===== src/rtl/int_res_mem_arbiter_if.sv =====
// Requester and bank-side signal bundle for the intermediate-result memory arbiter.
// slave = arbiter view, master = requesters plus the CIM banks.
interface int_res_mem_arbiter_if #(
    parameter int NUM_REQ   = 3,
    parameter int NUM_BANKS = 4
);
    logic [NUM_REQ-1:0]              req_i;
    logic [NUM_REQ-1:0]              we_i;
    logic [NUM_REQ-1:0]              width_i;
    logic [NUM_REQ-1:0][15:0]        addr_i;
    logic [NUM_REQ-1:0][29:0]        wdata_i;
    logic [NUM_REQ-1:0]              grant_o;
    logic [NUM_REQ-1:0]              rvalid_o;
    logic [29:0]                     rdata_o;
    logic                            busy_o;
    logic [NUM_BANKS-1:0]            bank_en_o;
    logic                            bank_we_o;
    logic [13:0]                     bank_addr_o;
    logic [14:0]                     bank_wdata_o;
    logic [NUM_BANKS-1:0][14:0]      bank_rdata_i;
    logic                            addr_err_o;

    modport slave (
        input  req_i, we_i, width_i, addr_i, wdata_i, bank_rdata_i,
        output grant_o, rvalid_o, rdata_o, busy_o,
               bank_en_o, bank_we_o, bank_addr_o, bank_wdata_o, addr_err_o
    );

    modport master (
        output req_i, we_i, width_i, addr_i, wdata_i, bank_rdata_i,
        input  grant_o, rvalid_o, rdata_o, busy_o,
               bank_en_o, bank_we_o, bank_addr_o, bank_wdata_o, addr_err_o
    );
endinterface


===== src/rtl/int_res_mem_arbiter.sv =====
// Round-robin arbiter sharing the banked intermediate-result memory; DOUBLE accesses split into two words.
// Optional range checking is enabled by defining INT_RES_ADDR_CHECK_EN.
module int_res_mem_arbiter #(
    parameter int NUM_REQ    = 3,
    parameter int BANK_WORDS = 14336,
    parameter int NUM_BANKS  = 4
) (
    input  logic                  clk,
    input  logic                  rst,
    int_res_mem_arbiter_if.slave  bus
);
    localparam int   REQ_W        = $clog2(NUM_REQ);
    localparam int   BANK_W       = $clog2(NUM_BANKS);
    localparam logic DOUBLE_WIDTH = 1'b1;

    typedef enum logic [1:0] {IDLE, FIRST, SECOND, RESP} state_t;

    typedef struct packed {
        logic [BANK_W-1:0] bank;
        logic [13:0]       baddr;
        logic              err;
    } dec_t;

    // Threshold compare against each bank base; the highest base passed selects the bank.
    function automatic dec_t decode(input logic [15:0] a);
        dec_t        d;
        logic [16:0] base;
        d.bank = '0;
        base   = '0;
        for (int k = 1; k < NUM_BANKS; k++) begin
            if ({1'b0, a} >= 17'(k * BANK_WORDS)) begin
                d.bank = BANK_W'(k);
                base   = 17'(k * BANK_WORDS);
            end
        end
        d.baddr = 14'({1'b0, a} - base);
`ifdef INT_RES_ADDR_CHECK_EN
        d.err = ({1'b0, a} >= 17'(NUM_BANKS * BANK_WORDS));
`else
        d.err = 1'b0;
`endif
        return d;
    endfunction

    state_t              state_reg, state_next;
    logic [REQ_W-1:0]    ptr_reg;
    logic [REQ_W-1:0]    win_reg;
    logic                we_reg;
    logic                dbl_reg;
    logic [15:0]         addr_reg;
    logic [29:0]         wdata_reg;
    logic [14:0]         hi_reg;
    logic [BANK_W-1:0]   prev_bank_reg;
    logic                prev_err_reg;
    logic [29:0]         rdata_reg;
    logic [NUM_REQ-1:0]  rvalid_reg;
    logic                addr_err_reg;

    logic                any_req;
    logic [REQ_W-1:0]    win_next;
    int                  cand;
    logic                access;
    logic                second_word;
    logic                bank_we;
    logic [14:0]         bank_wdata;
    logic [15:0]         cur_addr;
    dec_t                dec;
    logic [14:0]         rd_word;

    // Search starts just after the last winner, so the previous winner has lowest priority.
    always_comb begin
        any_req  = 1'b0;
        win_next = ptr_reg;
        cand     = 0;
        for (int i = 1; i <= NUM_REQ; i++) begin
            cand = int'(ptr_reg) + i;
            if (cand >= NUM_REQ) begin
                cand = cand - NUM_REQ;
            end
            if (!any_req && bus.req_i[cand[REQ_W-1:0]]) begin
                any_req  = 1'b1;
                win_next = cand[REQ_W-1:0];
            end
        end
    end

    always_ff @(posedge clk) begin
        if (rst) begin
            state_reg <= IDLE;
        end else begin
            state_reg <= state_next;
        end
    end

    always_comb begin
        state_next = state_reg;
        case (state_reg)
            IDLE: begin
                if (any_req) begin
                    state_next = FIRST;
                end
            end
            FIRST: begin
                if (dbl_reg == DOUBLE_WIDTH) begin
                    state_next = SECOND;
                end else if (!we_reg) begin
                    state_next = RESP;
                end else begin
                    state_next = IDLE;
                end
            end
            SECOND: begin
                state_next = we_reg ? IDLE : RESP;
            end
            RESP: begin
                state_next = IDLE;
            end
            default: begin
                state_next = IDLE;
            end
        endcase
    end

    always_comb begin
        access      = 1'b0;
        second_word = 1'b0;
        bank_we     = 1'b0;
        bank_wdata  = '0;
        case (state_reg)
            FIRST: begin
                access  = 1'b1;
                bank_we = we_reg;
                if (we_reg) begin
                    bank_wdata = (dbl_reg == DOUBLE_WIDTH) ? wdata_reg[29:15] : wdata_reg[14:0];
                end
            end
            SECOND: begin
                access      = 1'b1;
                second_word = 1'b1;
                bank_we     = we_reg;
                if (we_reg) begin
                    bank_wdata = wdata_reg[14:0];
                end
            end
            default: begin
                access = 1'b0;
            end
        endcase
    end

    assign cur_addr = second_word ? (addr_reg + 16'd1) : addr_reg;
    assign dec      = decode(cur_addr);

    generate
        for (genvar gi = 0; gi < NUM_BANKS; gi++) begin : g_bank_en
            assign bus.bank_en_o[gi] = access && !dec.err && (dec.bank == BANK_W'(gi));
        end
        for (genvar gi = 0; gi < NUM_REQ; gi++) begin : g_grant
            assign bus.grant_o[gi] = (state_reg == FIRST) && (win_reg == REQ_W'(gi));
        end
    endgenerate

    assign bus.bank_we_o    = bank_we;
    assign bus.bank_wdata_o = bank_wdata;
    assign bus.bank_addr_o  = access ? dec.baddr : 14'd0;
    assign bus.busy_o       = (state_reg != IDLE);

    // Bank data arrives one cycle after the enable, so the bank/err of that access is remembered.
    assign rd_word = prev_err_reg ? 15'd0 : bus.bank_rdata_i[prev_bank_reg];

    always_ff @(posedge clk) begin
        if (rst) begin
            ptr_reg       <= REQ_W'(NUM_REQ - 1);
            win_reg       <= '0;
            we_reg        <= 1'b0;
            dbl_reg       <= 1'b0;
            addr_reg      <= '0;
            wdata_reg     <= '0;
            hi_reg        <= '0;
            prev_bank_reg <= '0;
            prev_err_reg  <= 1'b0;
            rdata_reg     <= '0;
            rvalid_reg    <= '0;
        end else begin
            rvalid_reg    <= '0;
            prev_bank_reg <= dec.bank;
            prev_err_reg  <= dec.err;
            if (state_reg == IDLE && any_req) begin
                win_reg   <= win_next;
                ptr_reg   <= win_next;
                we_reg    <= bus.we_i[win_next];
                dbl_reg   <= bus.width_i[win_next];
                addr_reg  <= bus.addr_i[win_next];
                wdata_reg <= bus.wdata_i[win_next];
            end
            if (state_reg == SECOND && !we_reg) begin
                hi_reg <= rd_word;
            end
            if (state_reg == RESP) begin
                rvalid_reg[win_reg] <= 1'b1;
                rdata_reg <= (dbl_reg == DOUBLE_WIDTH) ? {hi_reg, rd_word}
                                                       : {{15{rd_word[14]}}, rd_word};
            end
        end
    end

`ifdef INT_RES_ADDR_CHECK_EN
    always_ff @(posedge clk) begin
        if (rst) begin
            addr_err_reg <= 1'b0;
        end else if (access && dec.err) begin
            addr_err_reg <= 1'b1;
        end
    end
`else
    assign addr_err_reg = 1'b0;
`endif

    assign bus.rvalid_o   = rvalid_reg;
    assign bus.rdata_o    = rdata_reg;
    assign bus.addr_err_o = addr_err_reg;

endmodule


===== src/flat_wrapper.sv =====
// flat-port wrapper written by rule: the top's interface ports become plain ports
module int_res_mem_arbiter_flat 
#(
    parameter int NUM_REQ    = 3,
    parameter int BANK_WORDS = 14336,
    parameter int NUM_BANKS  = 4
)
  (clk, rst, bus_req_i, bus_we_i, bus_width_i, bus_addr_i, bus_wdata_i, bus_bank_rdata_i, bus_grant_o, bus_rvalid_o, bus_rdata_o, bus_busy_o, bus_bank_en_o, bus_bank_we_o, bus_bank_addr_o, bus_bank_wdata_o, bus_addr_err_o);
  int_res_mem_arbiter_if #(.NUM_REQ(NUM_REQ), .NUM_BANKS(NUM_BANKS)) bus_i ();
  input  logic clk;
  input  logic rst;
  input wire logic [$bits(bus_i.req_i)-1:0] bus_req_i;
  input wire logic [$bits(bus_i.we_i)-1:0] bus_we_i;
  input wire logic [$bits(bus_i.width_i)-1:0] bus_width_i;
  input wire logic [$bits(bus_i.addr_i)-1:0] bus_addr_i;
  input wire logic [$bits(bus_i.wdata_i)-1:0] bus_wdata_i;
  input wire logic [$bits(bus_i.bank_rdata_i)-1:0] bus_bank_rdata_i;
  output wire logic [$bits(bus_i.grant_o)-1:0] bus_grant_o;
  output wire logic [$bits(bus_i.rvalid_o)-1:0] bus_rvalid_o;
  output wire logic [$bits(bus_i.rdata_o)-1:0] bus_rdata_o;
  output wire logic [$bits(bus_i.busy_o)-1:0] bus_busy_o;
  output wire logic [$bits(bus_i.bank_en_o)-1:0] bus_bank_en_o;
  output wire logic [$bits(bus_i.bank_we_o)-1:0] bus_bank_we_o;
  output wire logic [$bits(bus_i.bank_addr_o)-1:0] bus_bank_addr_o;
  output wire logic [$bits(bus_i.bank_wdata_o)-1:0] bus_bank_wdata_o;
  output wire logic [$bits(bus_i.addr_err_o)-1:0] bus_addr_err_o;
  assign bus_i.req_i = bus_req_i;
  assign bus_i.we_i = bus_we_i;
  assign bus_i.width_i = bus_width_i;
  assign bus_i.addr_i = bus_addr_i;
  assign bus_i.wdata_i = bus_wdata_i;
  assign bus_i.bank_rdata_i = bus_bank_rdata_i;
  assign bus_grant_o = bus_i.grant_o;
  assign bus_rvalid_o = bus_i.rvalid_o;
  assign bus_rdata_o = bus_i.rdata_o;
  assign bus_busy_o = bus_i.busy_o;
  assign bus_bank_en_o = bus_i.bank_en_o;
  assign bus_bank_we_o = bus_i.bank_we_o;
  assign bus_bank_addr_o = bus_i.bank_addr_o;
  assign bus_bank_wdata_o = bus_i.bank_wdata_o;
  assign bus_addr_err_o = bus_i.addr_err_o;
  int_res_mem_arbiter #(.NUM_REQ(NUM_REQ), .BANK_WORDS(BANK_WORDS), .NUM_BANKS(NUM_BANKS)) u_core (.clk(clk), .rst(rst), .bus(bus_i));
endmodule

===== config.mk =====
export PLATFORM = sky130hd
export DESIGN_NAME = int_res_mem_arbiter_flat
export DESIGN_NICKNAME = d
export VERILOG_FILES = /design/src/rtl/int_res_mem_arbiter_if.sv /design/src/rtl/int_res_mem_arbiter.sv /design/src/flat_wrapper.sv
export SDC_FILE = /design/constraint.sdc
export NUM_CORES = 1
export LEC_CHECK = 0
export CORE_UTILIZATION = 45
export DETAILED_ROUTE_END_ITERATION = 8
export PLACE_DENSITY = 0.86
export SKIP_LAST_GASP = 1
export SYNTH_ARGS = -nofsm -noshare
export SYNTH_HDL_FRONTEND = slang
export SYNTH_SLANG_ARGS = --single-unit

===== constraint.sdc =====
create_clock -name clk -period 5.75 [get_ports clk]
set_clock_uncertainty 0.05 [all_clocks]
set_input_delay 0.575 -clock clk [delete_from_list [all_inputs] [get_ports clk]]
set_output_delay 0.575 -clock clk [all_outputs]
set_load 0.03 [all_outputs]

Yosys cells after proc, flatten, opt, wreduce, memory -nomap -nowiden:

Index checks and enable logic that the tools add are counted.

* bits in registers: 104
* latch bits: 0
* bits in writable memories: 0
* memory bits (read-only): 0
* bits of input ports: 209
* output and inout port bits: 72
* word-level logic and storage cells: 110
* memories: 0

* add/subtract/negate cells: 8
* $mul: 0
* divide/modulo/power cells: 0
* order comparisons: 13
* equal/unequal tests: 9
* shift-type cells: 0
* muxes and demuxes: 47
* bitwise gates (word level): 1
* reduce and logical (&&, ||, !) cells: 21

Operator list (count)
* binary-select mux 30 bit (select 2 bit): 1
* two-way mux 15 bit: 4
* two-way mux 30 bit: 2
* two-way mux 14 bit: 4
* binary-select mux 16 bit (select 2 bit): 1
* two-way mux 16 bit: 2
* binary-select mux 15 bit (select 2 bit): 1
* case mux 15 bit (2 select lines): 1
* two-way mux 2 bit: 11
* less-than comparator 2 x 3 -> 1 bit (second input constant): 6
* adder 16 x 1 -> 16 bit (second input constant): 1
* >= comparator 16 x 14 -> 1 bit (second input constant): 1
* >= comparator 16 x 15 -> 1 bit (second input constant): 1
* >= comparator 16 bit (second input constant): 1
* subtractor 14 bit: 1
* two-way mux 1 bit: 13
* logical AND 1 bit: 12
* binary-select mux 1 bit (select 2 bit): 5
* equality test 2 bit (second input constant): 5
* >= comparator 3 x 2 -> 1 bit (second input constant): 3
* case mux 2 bit (4 select lines): 1
* adder 2 x 2 -> 3 bit (second input constant): 2
* equality test 2 x 1 -> 1 bit (second input constant): 3
* zero test 2 bit: 3
* 9 further kinds: 14

Longest topological paths before layout:

* depth in word-level cells: 14
* gate-level depth with buffers: 17
* depth with buffers taken out: 14

Least setup slack after synthesis:

Ideal clock, no wire load.

* path type: register to output
* start: register u_core.state_reg[0]
* end: output port bus_bank_addr_o[13]
* arrival time: 3291 ps
* data required time: 5125 ps
* path slack: 1834 ps
* stages on the path, launching flop included: 18
* cell sequence: dfxtp_1 inv_1 ha_1 buf_2 nand3_2 or3_1 buf_6 nor3_2 xnor2_1 clkbuf_1 nor3_1 a21oi_1 a21oi_1 ha_1 a211oi_1 a221o_1 o21ai_1 a21oi_1

* longest elaborated chain between the ends: 9
* elaborated cells on any way between the ends: 14
* those cells by class: add/sub (1); order compare (3); eq/ne (2); mux (7); reduce/logical (1)

RTL lines
* start: declaration: RTL line int_res_mem_arbiter.sv:45 `state_t state_reg, state_next;`
* start signal: assignment: RTL line int_res_mem_arbiter.sv:91 `state_reg <= state_next;`
* equality test 2 bit: RTL line int_res_mem_arbiter.sv:129 `case (state_reg)`
* two-way mux 1 bit: RTL line int_res_mem_arbiter.sv:129
* two-way mux 16 bit: RTL line int_res_mem_arbiter.sv:151 `assign cur_addr = second_word ? (addr_reg + 16'd1) : addr_reg;`
* >= comparator 16 x 14 -> 1 bit: RTL line int_res_mem_arbiter.sv:31 `if ({1'b0, a} >= 17'(k * BANK_WORDS)) begin`
* two-way mux 14 bit (3 in a row): RTL line int_res_mem_arbiter.sv:31
* subtractor 14 bit: RTL line int_res_mem_arbiter.sv:36 `d.baddr = 14'({1'b0, a} - base);`
* two-way mux 14 bit *: RTL line int_res_mem_arbiter.sv:165 `assign bus.bank_addr_o = access ? dec.baddr : 14'd0;`
* end: declaration: RTL line flat_wrapper.sv:24 `output wire logic [$bits(bus_i.bank_addr_o)-1:0] bus_bank_addr_o;`

Every way passes the cells marked *; elsewhere a longest branch is shown, timed or not.

Final worst setup path:

Ends and elaborated chain as after synthesis.

==> results.json <==
{
  "netlist.area_leader.share_pct": 34.1,
  "violations": "design-rule violations",
  "max_clock_freq_mhz": 200,
  "status": "finished with violations",
  "post_cts_setup_buffer_count": 0,
  "synth_warnings": 0,
  "max_slew_margin_pct": 25.2,
  "yosysSeqAreaShare_pct": 34.1,
  "core_area_mm2": 0.0132,
  "avgRoutedWirePerCell_um": 18.0,
  "min_to": "u_core.hi_reg[1]",
  "final_period_util_pct": 86.9,
  "io_pins": 281,
  "uppermost_layer_routed": "met4",
  "dominant_cell_by_count_in_the_synthesized_netlist": "sky130_fd_sc_hd__dfxtp_1",
  "first_global_vias": 6223,
  "final.min_clock_period_ns": 5.00,
  "fin_tns_setup_ns": 0,
  "synth_commonest_cells": "sky130_fd_sc_hd__dfxtp_1, sky130_fd_sc_hd__nor2_1, sky130_fd_sc_hd__nand2_1",
  "netlist_area_mm2": 0.00605,
  "grt_start_max_net_pins": 76,
  "cts_made_buffers": 9,
  "transition_at_the_pin_with_the_smallest_max_transition_slack_ns": 1.12,
  "gr-usage-all-layers_pct": 29.7,
  "total_routed_wire_length_on_the_met1_layer_mm": 9.01,
  "drtPass1Iterations": 7,
  "die_x_um": 118,
  "hold_ws_ns": 0.409,
  "power_switching_share_pct": 45.5,
  "min_path_type": "reg -> reg",
  "power.density_cell_area_mw_per_mm2": 418,
  "worst_setup_path_end_kind": "primary output",
  "worst_setup_path_start_kind": "flip-flop",
  "final_layout_size_suffix_gt1_share_pct": 6.26,
  "grt_setup_unrepaired": "no",
  "globalRouteOverflowTotal": 0,
  "slowest_delay_ns": 0.69,
  "r2r_setup_slack_ns": 1.86,
  "timing_worst_setup_path_type": "reg -> out",
  "average_size_of_a_mapped_cell_um2": 8.20,
  "synth_top_cells_by_area": "sky130_fd_sc_hd__dfxtp_1, sky130_fd_sc_hd__mux2i_1, sky130_fd_sc_hd__nor2_1",
  "ir_worst_vdd_v": 0.000268,
  "number_of_synthesized_register_bits": 103,
  "dr_wl_met2_mm": 9.98,
  "grt_antenna_before_repair": 0,
  "starting_utilization_of_the_core_area_pct": 45.9,
  "power.switching_mw": 1.75,
  "synth_ff_type": "sky130_fd_sc_hd__dfxtp_1",
  "part_of_the_total_power_dissipated_in_the_clock_network_pct": 15.8,
  "gp_routability_congestion": 0.900,
  "die-height_um": 118,
  "worstPathRequired_ns": 5.12,
  "port-buffer-count": 279,
  "setup_failing_eps_final": 0,
  "critical_path.reg2reg.startpoint": "u_core.win_reg[0]",
  "routed_via_density": 5.70,
  "cts.reportedPaths.clkPinSlew_ns": 0.06,
  "hold_buffers": 0,
  "die-area_mm2": 0.0139,
  "yosys.area.top_type": "sky130_fd_sc_hd__dfxtp_1",
  "startpoint": "u_core.state_reg[0]",
  "power.leakage_nw": 3.18,
  "met3RoutedLength_mm": 1.30,
  "drv.max_cap_violation_count": 0,
  "number_of_flops_mapped_to_enable_cells_by_yosys": 0,
  "cts.path.max_buffers": 2,
  "design.final.nets": 1189,
  "antenna_cells": 0,
  "final.fill_count": 1056,
  "grt_pass1_wl_mm": 32.9,
  "reg2regPathDepth": 11,
  "cell_internal_pwr_mw": 2.09,
  "clock-sinks": 103,
  "synthToLayoutAreaGrowth_pct": 51.7,
  "detailedRoute.firstIterationViolations": 591,
  "placementRows": 42,
  "worstReg2RegEnd": "u_core.wdata_reg[9]",
  "h-tree-depth": 3,
  "number_of_vias_after_detailed_routing": 6552,
  "ant_nets": 0,
  "drt_drc_violations_left": 2,
  "number_of_gates_resized_after_cts": 0,
  "holdPathStages": 2,
  "worstSkewPairLatency_ns": 0.33,
  "syn-instance-count": 738,
  "detail_route.wirelength_mm": 20.7,
  "max_fanout_on_critical_path": 13,
  "p_seq_share_pct": 27.7,
  "clk_root_buffer_cell": "sky130_fd_sc_hd__clkbuf_16",
  "cp_cell_sequence": "inv_1 > ha_1 > nand3_2 > or3_1 > nor3_2 > xnor2_1 > nor2_1 > o31a_1 > a21oi_1 > ha_1 > o221ai_1 > o31ai_1 > o21ai_1 > a21oi_1 > clkdlybuf4s50_1",
  "final_hold_violations": 0,
  "postSynth.asyncResetShare_pct": 0,
  "tritoncts_clock_tree": "done",
  "cell_with_the_largest_stage_delay_on_the_worst_path": "sky130_fd_sc_hd__clkdlybuf4s50_1",
  "logic_pwr_share_pct": 56.6,
  "dp_hpwl_mm": 15.7,
  "worstHoldStart": "u_core.hi_reg[1]",
  "synth_fp_nets": 957,
  "worst_ep_arrival_time_ns": 4.37,
  "yosysUniqueCellTypes": 63,
  "slew_violations": 0
}
## metrics by stage
step	worst slack, ns	util (%)	total power [mW]	instances	area (µm²)
4_1_cts	0.807	69.6	3.82	1150	9180
3_5_place_dp	1.17	67.4	3.22	1135	8880
3_3_place_gp	1.21	67.4	3.19	1135	8880
6_report	0.753	69.6	3.84	1150	9180
5_1_grt	0.486	69.6	4.09	1150	9180
2_1_floorplan	1.83	-	2.52	738	6050
## logic make-up after synthesis
family	Yosys count	synth area share [%]
mux	56	12.5
flops	103	34.1
other cells	1	0.0619
buf+inv	80	5.54
simple gates	262	19.9
fa+ha+maj	10	2.07
xor+xnor	15	2.42
compound gates	211	23.5
## cell type report
cell class	instances	area (µm²)	area share, %
clock buffer	10	239	2.60
clock inverter	5	58.8	0.640
inverter	13	48.8	0.531
multi-input combinational	555	3700	40.3
sequential	103	2060	22.5
tap	176	220	2.40
timing repair buffer	288	2860	31.1
## how the worst max path moves through the flow
stage	to	cells after the start
floorplan	bus_bank_addr_o[13]	17
global placement	bus_bank_addr_o[13]	15
detailed placement	bus_bank_addr_o[13]	15
CTS	bus_bank_addr_o[13]	15
global route	bus_bank_addr_o[13]	15
finish	bus_bank_addr_o[13]	15
## cells in the final DEF (no fill, tap or decap), drive strengths merged, types with 10 or more instances in the layout
| cell | netlist | routed |
|---|---|---|
| mux2i | 38 | 38 |
| a31oi | 28 | 28 |
| inv | 13 | 13 |
| a31o | 19 | 19 |
| mux4 | 15 | 15 |
| buf | 22 | 10 |
| nand2 | 65 | 65 |
| dfxtp | 103 | 103 |
| clkdlybuf4s50 | 0 | 278 |
| a21oi | 49 | 49 |
| a311oi | 15 | 15 |
| ha | 10 | 10 |
| nor2 | 100 | 100 |
| a2111oi | 19 | 19 |
| a22oi | 17 | 17 |
| o21ai | 40 | 40 |
| nand3 | 62 | 62 |
| clkbuf | 45 | 10 |
## worst max-delay path, delay by kind of cell (launching register included)
kind	cells	cell delay, ns
and+or+nand+nor	4	0.90
adders and majority gates	2	0.64
AOI/OAI and AO/OA	6	0.90
buffers and inverters	2	0.80
DFF	1	0.34
xor gates and xnor gates	1	0.44
## power groups by stage
stage / sequential (mW) / combinational, mW / clock (mW)
2_1_floorplan: 1.04 / 1.48 / 0
3_3_place_gp: 1.06 / 2.13 / 0
3_5_place_dp: 1.07 / 2.15 / 0
4_1_cts: 1.06 / 2.16 / 0.612
5_1_grt: 1.09 / 2.36 / 0.641
6_report: 1.06 / 2.17 / 0.606
## routing by layer
layer  track usage (%)  vias up
met3              4.02       32
met1              40.9     3069
li1                  -     3178
met2              48.4      273
met4              8.49        0
met5                 0        -
Power figures use the tool's default switching activity.
